[src/rtl/axis_video_frame_aligner.sv]
// AXI4-Stream video frame aligner: locks to SOF, regenerates TUSER/TLAST
// from its own pixel/line counters and counts framing errors.
module axis_video_frame_aligner #(
    parameter int DATA_WIDTH = 16,
    parameter int H_ACTIVE   = 640,
    parameter int V_ACTIVE   = 480,
    parameter int ERR_W      = 8
) (
    input  logic                  clk,
    input  logic                  rst,
    input  logic [DATA_WIDTH-1:0] S_AXIS_TDATA,
    input  logic                  S_AXIS_TVALID,
    output logic                  S_AXIS_TREADY,
    input  logic                  S_AXIS_VIDEO_TUSER,
    input  logic                  S_AXIS_VIDEO_TLAST,
    output logic [DATA_WIDTH-1:0] M_AXIS_TDATA,
    output logic                  M_AXIS_TVALID,
    input  logic                  M_AXIS_TREADY,
    output logic                  M_AXIS_VIDEO_TUSER,
    output logic                  M_AXIS_VIDEO_TLAST,
    output logic                  locked,
    output logic                  frame_done,
    output logic [ERR_W-1:0]      err_short,
    output logic [ERR_W-1:0]      err_long,
    output logic [ERR_W-1:0]      err_sof
);

    localparam int XW = $clog2(H_ACTIVE);
    localparam int YW = (V_ACTIVE > 1) ? $clog2(V_ACTIVE) : 1;

    typedef enum logic [1:0] {SEEK, PASS, DRAIN} state_t;

    state_t        state_q, state_d;
    logic [XW-1:0] x_q, x_d, ex;
    logic [YW-1:0] y_q, y_d, ey;
    logic          accept, take, fwd, frame_end;
    logic          last_pix, line_end, out_user, out_last;
    logic          inc_short, inc_long, inc_sof;

    assign S_AXIS_TREADY = !M_AXIS_TVALID | M_AXIS_TREADY;
    assign accept        = S_AXIS_TVALID & S_AXIS_TREADY;
    assign locked        = (state_q != SEEK);

    // State and pixel/line position registers
    always_ff @(posedge clk or posedge rst) begin
        if (rst) begin
            state_q <= SEEK;
            x_q     <= '0;
            y_q     <= '0;
        end else begin
            state_q <= state_d;
            x_q     <= x_d;
            y_q     <= y_d;
        end
    end

    // Per-beat decision: drop or forward, sideband regeneration, errors
    always_comb begin
        state_d   = state_q;
        x_d       = x_q;
        y_d       = y_q;
        ex        = x_q;
        ey        = y_q;
        take      = 1'b0;
        fwd       = 1'b0;
        frame_end = 1'b0;
        last_pix  = 1'b0;
        line_end  = 1'b0;
        out_user  = 1'b0;
        out_last  = 1'b0;
        inc_short = 1'b0;
        inc_long  = 1'b0;
        inc_sof   = 1'b0;
        if (accept) begin
            unique case (state_q)
                SEEK: begin
                    take = S_AXIS_VIDEO_TUSER;
                    if (S_AXIS_VIDEO_TUSER) begin
                        ex = '0;
                        ey = '0;
                    end
                end
                PASS: begin
                    take = 1'b1;
                    if (S_AXIS_VIDEO_TUSER) begin
                        inc_sof = (x_q != '0) | (y_q != '0);
                        ex      = '0;
                        ey      = '0;
                    end
                end
                DRAIN: begin
                    if (S_AXIS_VIDEO_TUSER) begin
                        take    = 1'b1;
                        inc_sof = 1'b1;
                        ex      = '0;
                        ey      = '0;
                    end else if (S_AXIS_VIDEO_TLAST) begin
                        state_d = PASS;
                    end
                end
                default: state_d = SEEK;
            endcase
            if (take) begin
                fwd       = 1'b1;
                last_pix  = (ex == XW'(H_ACTIVE - 1));
                line_end  = S_AXIS_VIDEO_TLAST | last_pix;
                out_user  = (ex == '0) & (ey == '0);
                out_last  = line_end;
                inc_short = S_AXIS_VIDEO_TLAST & !last_pix;
                inc_long  = last_pix & !S_AXIS_VIDEO_TLAST;
                if (line_end) begin
                    x_d = '0;
                    if (ey == YW'(V_ACTIVE - 1)) begin
                        y_d       = '0;
                        frame_end = 1'b1;
                        state_d   = SEEK;
                    end else begin
                        y_d     = ey + 1'b1;
                        state_d = inc_long ? DRAIN : PASS;
                    end
                end else begin
                    x_d     = ex + 1'b1;
                    y_d     = ey;
                    state_d = PASS;
                end
            end
        end
    end

    // Registered output slice
    always_ff @(posedge clk or posedge rst) begin
        if (rst) begin
            M_AXIS_TDATA       <= '0;
            M_AXIS_TVALID      <= 1'b0;
            M_AXIS_VIDEO_TUSER <= 1'b0;
            M_AXIS_VIDEO_TLAST <= 1'b0;
            frame_done         <= 1'b0;
        end else begin
            frame_done <= fwd & frame_end;
            if (fwd) begin
                M_AXIS_TDATA       <= S_AXIS_TDATA;
                M_AXIS_TVALID      <= 1'b1;
                M_AXIS_VIDEO_TUSER <= out_user;
                M_AXIS_VIDEO_TLAST <= out_last;
            end else if (M_AXIS_TREADY) begin
                M_AXIS_TVALID <= 1'b0;
            end
        end
    end

    // Saturating framing-error counters
    always_ff @(posedge clk or posedge rst) begin
        if (rst) begin
            err_short <= '0;
            err_long  <= '0;
            err_sof   <= '0;
        end else begin
            if (inc_short && err_short != '1) err_short <= err_short + 1'b1;
            if (inc_long && err_long != '1)   err_long  <= err_long + 1'b1;
            if (inc_sof && err_sof != '1)     err_sof   <= err_sof + 1'b1;
        end
    end

endmodule

[config.mk]
export PLATFORM = sky130hd
export DESIGN_NAME = axis_video_frame_aligner
export DESIGN_NICKNAME = d
export VERILOG_FILES = /design/src/rtl/axis_video_frame_aligner.sv
export SDC_FILE = /design/constraint.sdc
export NUM_CORES = 1
export LEC_CHECK = 0
export ABC_CLOCK_PERIOD_IN_PS = 7200
export CAP_MARGIN = 20
export CORE_ASPECT_RATIO = 1.25
export CORE_MARGIN = 2
export CORE_UTILIZATION = 55
export DETAILED_ROUTE_END_ITERATION = 10
export PLACE_DENSITY = 0.85
export REMOVE_ABC_BUFFERS = 1
export SLEW_MARGIN = 20
export SYNTH_ARGS = -nofsm -noshare
export SYNTH_HDL_FRONTEND = slang
export SYNTH_SLANG_ARGS = --single-unit
[constraint.sdc]
create_clock -name clk -period 7.2 [get_ports clk]
set_input_delay 1.08 -clock clk [delete_from_list [all_inputs] [get_ports clk]]
set_output_delay 1.08 -clock clk [all_outputs]
set_load 0.005 [all_outputs]
# Word level (Yosys, flattened, before mapping)

Index checks and enable logic that the tools add are counted.

Eq/ne operators: 10
Add/subtract/negate cells: 5
Multiplexer cells: 38
Reductions and logical operators: 17
Bitwise gates (word level): 8

Operators by type and width:

| cell                  | number |
|---|---|
| $mux 9                | 5 |
| $mux 10               | 4 |
| $add 8x1->8 const B   | 3 |
| $ne 8x8->1 const B    | 3 |
| $mux 1                | 20 |
| $mux 2                | 6 |
| $add 10x1->10 const B | 1 |
| $eq 10x10->1 const B  | 1 |
| $logic_not 10->1      | 1 |
| $reduce_bool 10->1    | 1 |
| $add 9x1->9 const B   | 1 |
| $eq 9x9->1 const B    | 1 |
| $logic_not 9->1       | 1 |
| $reduce_bool 9->1     | 1 |
| $ne 3x3->1 const B    | 2 |
| $and 1x1->1           | 5 |
| $pmux 2 s2            | 1 |
| $reduce_and 4->1      | 1 |
| $reduce_bool 2->1     | 2 |
| $logic_and 1x1->1     | 3 |
| $logic_not 1->1       | 3 |
| $or 1x1->1            | 3 |
| $pmux 1 s3            | 1 |
| $reduce_or 3->1       | 1 |
| other kinds (7)       | 7 |

Register bits after elaboration: 65
Word-level logic and storage cells: 89
Bits of input ports: 22

# Logic depth before layout (Yosys ltp)

Gate-level depths: netlist of run 1.

Depth after elaboration: 10
Gate-level depth with buffers: 11

# Worst setup path after synthesis of run 1

No wires, ideal clock.

Path type: input to register
Start: in S_AXIS_VIDEO_TUSER
End: reg err_long[1]
Data required time: 7.073 ns
Arrival time: 3.311 ns
Stages on the path: 9
Setup time: 0.127 ns
Slack: 3.761 ns
Cells stage by stage: nand2b_1 > clkbuf_1 > nand2_1 > inv_1 > ha_1 > nand3_1 > or4_4 > nor4_4 > mux2_1

Cells in the longest elaborated chain, start to end: 8
Elaborated cells on any way between the ends: 11

Ends and longest elaborated chain:

| element                | line       | source |
|---|---|---|
| start: declaration     | 14         | `input logic S_AXIS_VIDEO_TUSER,` |
| $mux 10                | 78, 85, 92 |  |
| $mux 10                | --         |  |
| $mux 10                | 74         | `if (accept) begin` |
| $eq 10x10->1           | 105        | `last_pix = (ex == XW'(H_ACTIVE - 1));` |
| $and 1x1->1            | 110        | `inc_long = last_pix & !S_AXIS_VIDEO_TLAST;` |
| $mux 1 (*)             | 103        | `if (take) begin` |
| $mux 1 (*)             | 74         |  |
| $logic_and 1x1->1 (*)  | 159        | `if (inc_long && err_long != '1) err_long <= err_long + 1'b1;` |
| end signal: assignment | 159        |  |
| end: declaration       | 24         | `output logic [ERR_W-1:0] err_long,` |

Every way passes the cells marked *; elsewhere a longest branch is shown, timed or not. The select of a mux whose other input is x is not followed.
A chain may end at the register's enable or synchronous reset.

# Worst setup path after layout of run 1

Start: in S_AXIS_VIDEO_TUSER
End: reg y_q[5]

Cells in the longest elaborated chain, start to end: 6
Elaborated cells on any way between the ends: 16

Ends and longest elaborated chain:

| element                                     | line       | source |
|---|---|---|
| $mux 9 / $mux 10 (equally long branches)    | 78, 85, 92 |  |
| $mux 9 / $mux 10 (equally long branches)    | --         |  |
| $mux 9 / $mux 10 (equally long branches)    | 74         |  |
| $add 9x1->9, or another cell as far along   | 118        | `y_d = ey + 1'b1;` |
| $mux 9 / $or 1x1->1 (equally long branches) | 113, 106   |  |
| $mux 9                                      | 111        | `if (line_end) begin` |
| end signal: assignment                      | 53         | `y_q <= y_d;` |
| end: declaration                            | 35         | `logic [YW-1:0] y_q, y_d, ey;` |

Several ways; a longest one is shown, not always the timed one. The select of a mux whose other input is x is not followed.

==> summary.md, run 1 <==
| Metric | Value |
|---|---|
| Status | `complete, no violations` |
| CTS H-tree lvls | `3` |
| Final setup vio count | `0` |
| Synth top area share | `48.67%` |
| Max Clock Skew | `0.008183 ns` |
| WS Path Type | `in2reg` |
| Max-slew violations | `0` |
| Synth Flop Type | `dfrtp_1` |
| Crit Path Max Fanout | `14` |
| Postcts setup bufs | `0` |
| CP max stage delay | `0.71 ns` |
| Worst Tran Pin Value | `1.022 ns` |
| Area of the multi-input gates | `1625 sq um` |
| P_leak | `0.001931 uW` |
| Final Cycle Share | `54.17%` |
| Fin Setup TNS | `0 ns` |
| Antenna cell count | `0` |
| Rel. slew slack | `31.84%` |
| Req. time, crit path | `7.46 ns` |
| Unrepaired setup endpoints after global routing | `false` |
| Pre-CTS setup slack | `2.873 ns` |
| Vias | `2950` |
| Nets | `458` |
| Clock Sinks | `65` |
| Ratio of cells with drive above 1 in the final layout | `6.744%` |
| F_max | `256.4 MHz` |
| Post-synth EDFFs | `0` |
| Synthesized flop and latch total | `65` |
| Ys async rst share | `100.0%` |
| Root buffer cell | `clkbuf_8` |
| Avg Vias per Cell | `5.948` |
| Fin crit period | `3.901 ns` |
| Die height | `91.15 um` |
| Routed len/inst | `15.13 um` |
| Core area | `5818 sq um` |
| Area Growth Syn to Fin | `28.15%` |
| Commonest cells in the netlist | `nand2_1 (88), dfrtp_1 (65), o21ai_0 (21)` |
| Finished Layout Cells | `496` |
| Initial drt markers | `159` |
| Seq/Total Area, Yosys | `48.67%` |
| Final Worst Setup Slack | `3.299 ns` |
| First-pass GRT wire length | `12550 um` |
| Pin count of the biggest net entering global routing | `66` |
| Die extent in x | `73.72 um` |
| Synthesized cell area | `3342 sq um` |
| Final HPWL DP | `5167 um` |
| Worst-Skew Late Latency | `0.34 ns` |
| Worst vdd rail ir drop | `0.0001270 V` |
| Synthesized instance count | `356` |
| Hold buffers post-CTS | `0` |
| Synthesis Warnings | `0` |
| Final hold violations | `0` |
| Initial Util | `57.44%` |
| Overall Global Routing Usage | `23.71%` |
| Count leader, synth | `nand2_1` |
| Reg clk slew, reported paths | `0.07 ns` |
| Number of placed cells counting well taps | `480` |
| Total CTS buffers | `9` |
| Post-DRT Antenna Nets | `0` |
| Input/output buffers | `67` |
| Vias in the first global route | `2841` |
| Placer Congestion | `0.8289` |
| Pwr Density | `239.6 nW/um^2` |
| Crit-path cells | `clkdlybuf4s50_1 -> nand2b_1 -> nand2_1 -> inv_1 -> ha_1 -> nand3_1 -> o41ai_4 -> nand2_2 -> nor4_1 -> mux2i_1` |
| Worst Hold Class | `reg2reg` |
| Area leader, netlist | `dfrtp_1` |
| Filler cells | `433` |
| First-pass detailed-route iteration total | `4` |
| Distinct cells, synth | `45` |
| Io pins | `68` |
| Startpoint class of the critical path | `input pin` |
| CTS max path bufs | `2` |
| Post_cts resized | `0` |
| Overflow after GRT | `0` |
| DR DRC count | `0` |
| Total die area | `6720 sq um` |
| Initial antenna violation count | `0` |
| Max Cap Violations | `0` |
| CTS tree | `built` |
| Critical Path Sink Type | `flop` |
| Critical path data arrival time | `4.16 ns` |
| Detailed Route WL | `7502 um` |
| Num rows | `31` |
| Register Area | `1627 sq um` |
| Synth area leaders | `dfrtp_1 (49%), nand2_1 (9.9%), ha_1 (4.1%)` |
| Avg Inst Size Synth | `9.388 sq um` |
| CP max-delay cell | `o41ai_4` |
-- power by group --
group / internal, uW / switching, uW / total, uW
registers: 415 / 52.7 / 468
logic: 132 / 96.5 / 229
clock network: 193 / 136 / 329
-- flip-flops by register name (all words and copies together) (netlist names) --
signal / cells
M_AXIS_TDATA: 16
M_AXIS_TVALID: 1
M_AXIS_VIDEO_TLAST: 1
M_AXIS_VIDEO_TUSER: 1
err_long: 8
err_short: 8
err_sof: 8
frame_done: 1
state_q: 2
x_q: 10
y_q: 9
-- per-stage QoR --
stage          power [uW]  util [%]  cell area, sq um  hold WS, ns
3_5_place_dp        704.9     70.00              4073       0.4619
5_1_grt              1079     73.61              4283       0.5101
4_1_cts              1035     73.61              4283       0.4800
3_3_place_gp        692.8     70.00              4073       0.4572
2_1_floorplan       567.6         -              3297       0.4697
6_report             1026     73.61              4283       0.4773
-- per-layer routing --
metal	global-route usage, %	share of wire [%]	vias to the layer above
met3	4.883	4.9	21
met2	37.28	52	98
li1	-	-	1391
met5	0	0	-
met4	13.48	2.6	0
met1	29.75	41	1440
-- final timing paths --
kind                                              start                            to  slack [ns]  cells after the start
hold reg to reg            M_AXIS_TDATA[13]$_DFFE_PP0P_  M_AXIS_TDATA[13]$_DFFE_PP0P_        0.48                      2
max in group asynchronous                           rst      err_short[6]$_DFFE_PP0P_        5.37                      3
min in group asynchronous                           rst   M_AXIS_TDATA[0]$_DFFE_PP0P_        1.29                      3
setup reg to reg                 state_q[1]$_DFFE_PP0P_            y_q[5]$_DFFE_PP0P_        3.87                     10
hold / removal             M_AXIS_TDATA[13]$_DFFE_PP0P_  M_AXIS_TDATA[13]$_DFFE_PP0P_        0.48                      2
setup / recovery                     S_AXIS_VIDEO_TUSER            y_q[5]$_DFFE_PP0P_        3.30                     10
-- cell usage in the layout, fill, tap and decap left out, types with 11 or more instances in the layout --
master           instances
ha_1                    11
inv_1                   11
o21ai_0                 21
nand2_1                 88
nor2_1                  12
clkdlybuf4s50_1         67
xnor2_1                 14
nand3_1                 19
dfrtp_1                 65
-- cell type report --
type                    count  share of cell area, %
clock buffers              10                  2.980
flip-flops and latches     65                  37.98
inverters                  12                  1.052
multi-input cells         267                  37.95
repair buffers             70                  16.18
well taps                  66                  1.928
clock inverters             6                  1.928
-- critical path: cells and delay by family --
kind / cells / cell delay, ns
fa+ha+maj: 1 / 0.20
compound gates: 1 / 0.71
buf+inv: 2 / 0.57
mux: 1 / 0.23
simple gates: 5 / 1.36
-- logic make-up (layout without fill, tap and decap cells) --
logic type / count (synthesis) / in the layout / synth area share [%]
AO/OA/AOI/OAI: 56 / 56 / 11.91
XOR/XNOR: 21 / 21 / 5.504
adder cells (fa/ha/maj): 11 / 11 / 4.118
buffers and inverters: 24 / 98 / 2.695
flip-flops: 65 / 65 / 48.67
multiplexers: 6 / 6 / 1.909
AND/OR/NAND/NOR: 173 / 173 / 25.20
(Power assumes the default switching activity.)
==> inputs of run 2 (changes only) <==
- ABC_CLOCK_PERIOD_IN_PS: 7200 -> 4000
- CORE_UTILIZATION: 55 -> 51
- PLACE_DENSITY: 0.85 -> 0.79
- clock period: 7.2 -> 4 ns (I/O delays scaled with it)
==> run 2 against run 1 <==
Core utilization down 6.5 points. Critical path depth unchanged. Final cell count increased by 4.8%. Critical path type unchanged.
==> summary.md, run 2 (synthesis gave the netlist of run 1 again) <==
| Metric | Value |
|---|---|
| Postcts setup bufs | `0 (unchanged)` |
| Rel. slew slack | `45.89% (+14 points)` |
| Switch Pwr | `512.4 uW (+79%)` |
| Detailed Route WL | `7785 um (+3.8%)` |
| Gr busiest metal | `met2` |
| Avg Vias per Cell | `5.583 (-6.1%)` |
| CTS max path bufs | `2 (unchanged)` |
| First-pass detailed-route iteration total | `5 (+1)` |
| Die extent in x | `76.41 um (+3.6%)` |
| F_max | `316.0 MHz` |
| Root buffer cell | `clkbuf_8` |
| Met3 usage | `5.163% (+0.28 points)` |
| Fin Setup TNS | `0 ns (unchanged)` |
| GR met1 Demand/Resource | `27.94% (-1.8 points)` |
| Most frequent cells in the layout | `nand2_1 (88), clkdlybuf4s50_1 (67), dfrtp_1 (65)` |
| Core area | `6441 sq um (+11%)` |
| Final Worst Setup Slack | `0.8358 ns (-2.464 ns)` |
| Power Internal | `1304 uW (+76%)` |
| Placer Congestion | `0.8770 (+5.8%)` |
| Input/output buffers | `67 (unchanged)` |
| Hold depth | `2 (unchanged)` |
| Critical path data arrival time | `3.41 ns (-0.75 ns)` |
| CTS H-tree lvls | `3 (unchanged)` |
| Final setup vio count | `0 (unchanged)` |
| Most common cell after layout, fill and taps aside | `nand2_1` |
| Worst Tran Pin Value | `0.8105 ns (-0.2118 ns)` |
| Finished layout cell area | `4324 sq um (+0.96%)` |
| Die height | `94.51 um (+3.7%)` |
| Crit Path Max Fanout | `14 (unchanged)` |
| Status | `complete, no violations` |
| Vias in the first global route | `2896 (+1.9%)` |
| Overflow after GRT | `0 (unchanged)` |
| DR DRC count | `0 (unchanged)` |
| Sw Share | `28.21% (+0.38 points)` |
| Pin count of the biggest net entering global routing | `42 (-36%)` |
| Largest reg by FF count | `M_AXIS_TDATA` |
| Pwr Density | `420.0 nW/um^2 (+75%)` |
| Req. time, crit path | `4.25 ns (-3.21 ns)` |
| Clock Sinks | `65 (unchanged)` |
| Initial antenna violation count | `0 (unchanged)` |
| DP Area | `4129 sq um (+1.4%)` |
| Initial Util | `51.88% (-5.6 points)` |
| R2R setup slack | `0.93 ns (-2.94 ns)` |
| Initial drt markers | `152 (-4.4%)` |
| Gate power share | `22.8% (+0.5 points)` |
| Hold buffers post-CTS | `0 (unchanged)` |
| Worst vdd rail ir drop | `0.0003038 V (+140%)` |
| Overall Global Routing Usage | `23.20% (-0.51 points)` |
| First-pass GRT wire length | `13390 um (+6.7%)` |
| Ratio of cells with drive above 1 in the final layout | `7.390% (+0.65 points)` |
| Worst hold margin | `0.4752 ns (-0.002026 ns)` |
| Post_cts resized | `0 (unchanged)` |
| Post-DRT Antenna Nets | `0 (unchanged)` |
| Io pins | `68 (unchanged)` |
| Area Growth Syn to Fin | `29.39%` |
| Reg-to-Reg Start | `state_q[1]$_DFFE_PP0P_` |
| Critical Path Sink Type | `flop` |
| Final Cycle Share | `79.10%` |
| Max-slew violations | `0 (unchanged)` |
| Pre-CTS setup slack | `0.5163 ns (-2.357 ns)` |
| Nets | `462 (+0.87%)` |
| Biggest registers after layout | `M_AXIS_TDATA x16, x_q x10, y_q x9` |
| Met2 Use GR | `40.63% (+3.4 points)` |
| P_leak | `0.001945 uW (+0.74%)` |
| Reg2reg path depth | `10 (unchanged)` |
| Antenna cell count | `0 (unchanged)` |
| Endpoint, Worst Hold | `M_AXIS_TDATA[3]$_DFFE_PP0P_` |
| Max Clock Skew | `0.006163 ns (-0.002020 ns)` |
| Vias | `2903 (-1.6%)` |
| Reg clk slew, reported paths | `0.07 ns (about the same)` |
| Sequential Power Share | `46.3% (+0.7 points)` |
| Unrepaired setup endpoints after global routing | `false` |
| Max Cap Violations | `0 (unchanged)` |
| Routed len/inst | `14.97 um (-1.0%)` |
| Total die area | `7221 sq um (+7.5%)` |
| Fin crit period | `3.164 ns` |
| Clock power share | `30.9% (-1.2 points)` |
| Final HPWL DP | `5505 um (+6.6%)` |
| Total CTS buffers | `9 (unchanged)` |
| Hold Path Origin | `M_AXIS_TDATA[3]$_DFFE_PP0P_` |
| Final hold violations | `0 (unchanged)` |
| Worst Hold Class | `reg2reg` |
| WS Path Type | `in2reg` |
| Startpoint class of the critical path | `input pin` |
| Max reg flops | `16 (unchanged)` |
| CTS tree | `built` |
| Worst R2R End | `err_long[7]$_DFFE_PP0P_` |
| Worst-Skew Late Latency | `0.35 ns (about the same)` |
| Num rows | `33 (+6.5%)` |
## run 2: changes by cell type in the layout (fill, tap and decap cells not counted)
cell / change
clkbuf_8: +2
o311ai_0: +1
clkinv_2: -1
clkinvlp_4: -1
bufinv_16: -1
buf_4: +4
o311ai_1: -1
## run 2: how the worst max path moves through the flow
stage / end / depth (start not counted) / slack, ns / from
2_1_floorplan: err_long[1]$_DFFE_PP0P_ / 4 / 1.08 / S_AXIS_VIDEO_TUSER
3_3_place_gp: err_long[1]$_DFFE_PP0P_ / 9 / 0.60 / S_AXIS_VIDEO_TUSER
3_5_place_dp: err_long[1]$_DFFE_PP0P_ / 9 / 0.52 / S_AXIS_VIDEO_TUSER
4_1_cts: err_long[1]$_DFFE_PP0P_ / 9 / 0.85 / S_AXIS_VIDEO_TUSER
5_1_grt: err_long[7]$_DFFE_PP0P_ / 10 / 0.60 / S_AXIS_VIDEO_TUSER
6_report: err_long[7]$_DFFE_PP0P_ / 10 / 0.84 / S_AXIS_VIDEO_TUSER
## run 2: critical path: stages
cell and delay, ns:
clkdlybuf4s50_1 0.47, nand2b_1 0.39, nand2_1 0.14, inv_1 0.10
ha_1 0.21, nand3_1 0.11, or4_4 0.54, nor4_4 0.45
nand3_1 0.18, xnor2_1 0.22
## run 2: power by group through the flow
stage | clock (uW) | combinational, uW | sequential (uW)
global route | 599 | 463 | 854
finish | 561 | 415 | 840
global placement | 0 | 405 | 845
CTS | 566 | 421 | 840
floorplan | 0 | 178 | 844
detailed placement | 0 | 418 | 852
## run 2: metrics by stage
stage	util [%]	power, uW	instances
3_3_place_gp	64.10	1250	505
2_1_floorplan	-	1022	344
4_1_cts	67.13	1827	520
3_5_place_dp	64.10	1269	505
6_report	67.13	1816	520
5_1_grt	67.13	1917	520
## run 2: area by class of cell
class | count | area [sq um]
inverter | 12 | 45.04
tap | 87 | 108.9
clock inverter | 3 | 40.04
fill | 536 | 2117
multi-input combinational | 267 | 1625
sequential | 65 | 1627
timing repair buffer | 74 | 723.2
clock buffer | 12 | 155.1
## run 2: metal layers
metal  up-vias  wire [um]  share of wire [%]
li1       1394          -                  -
met1      1410       3164                 41
met2        82       4033                 52
met3        17        410                5.3
met4         0        177                2.3
met5         -          0                  0
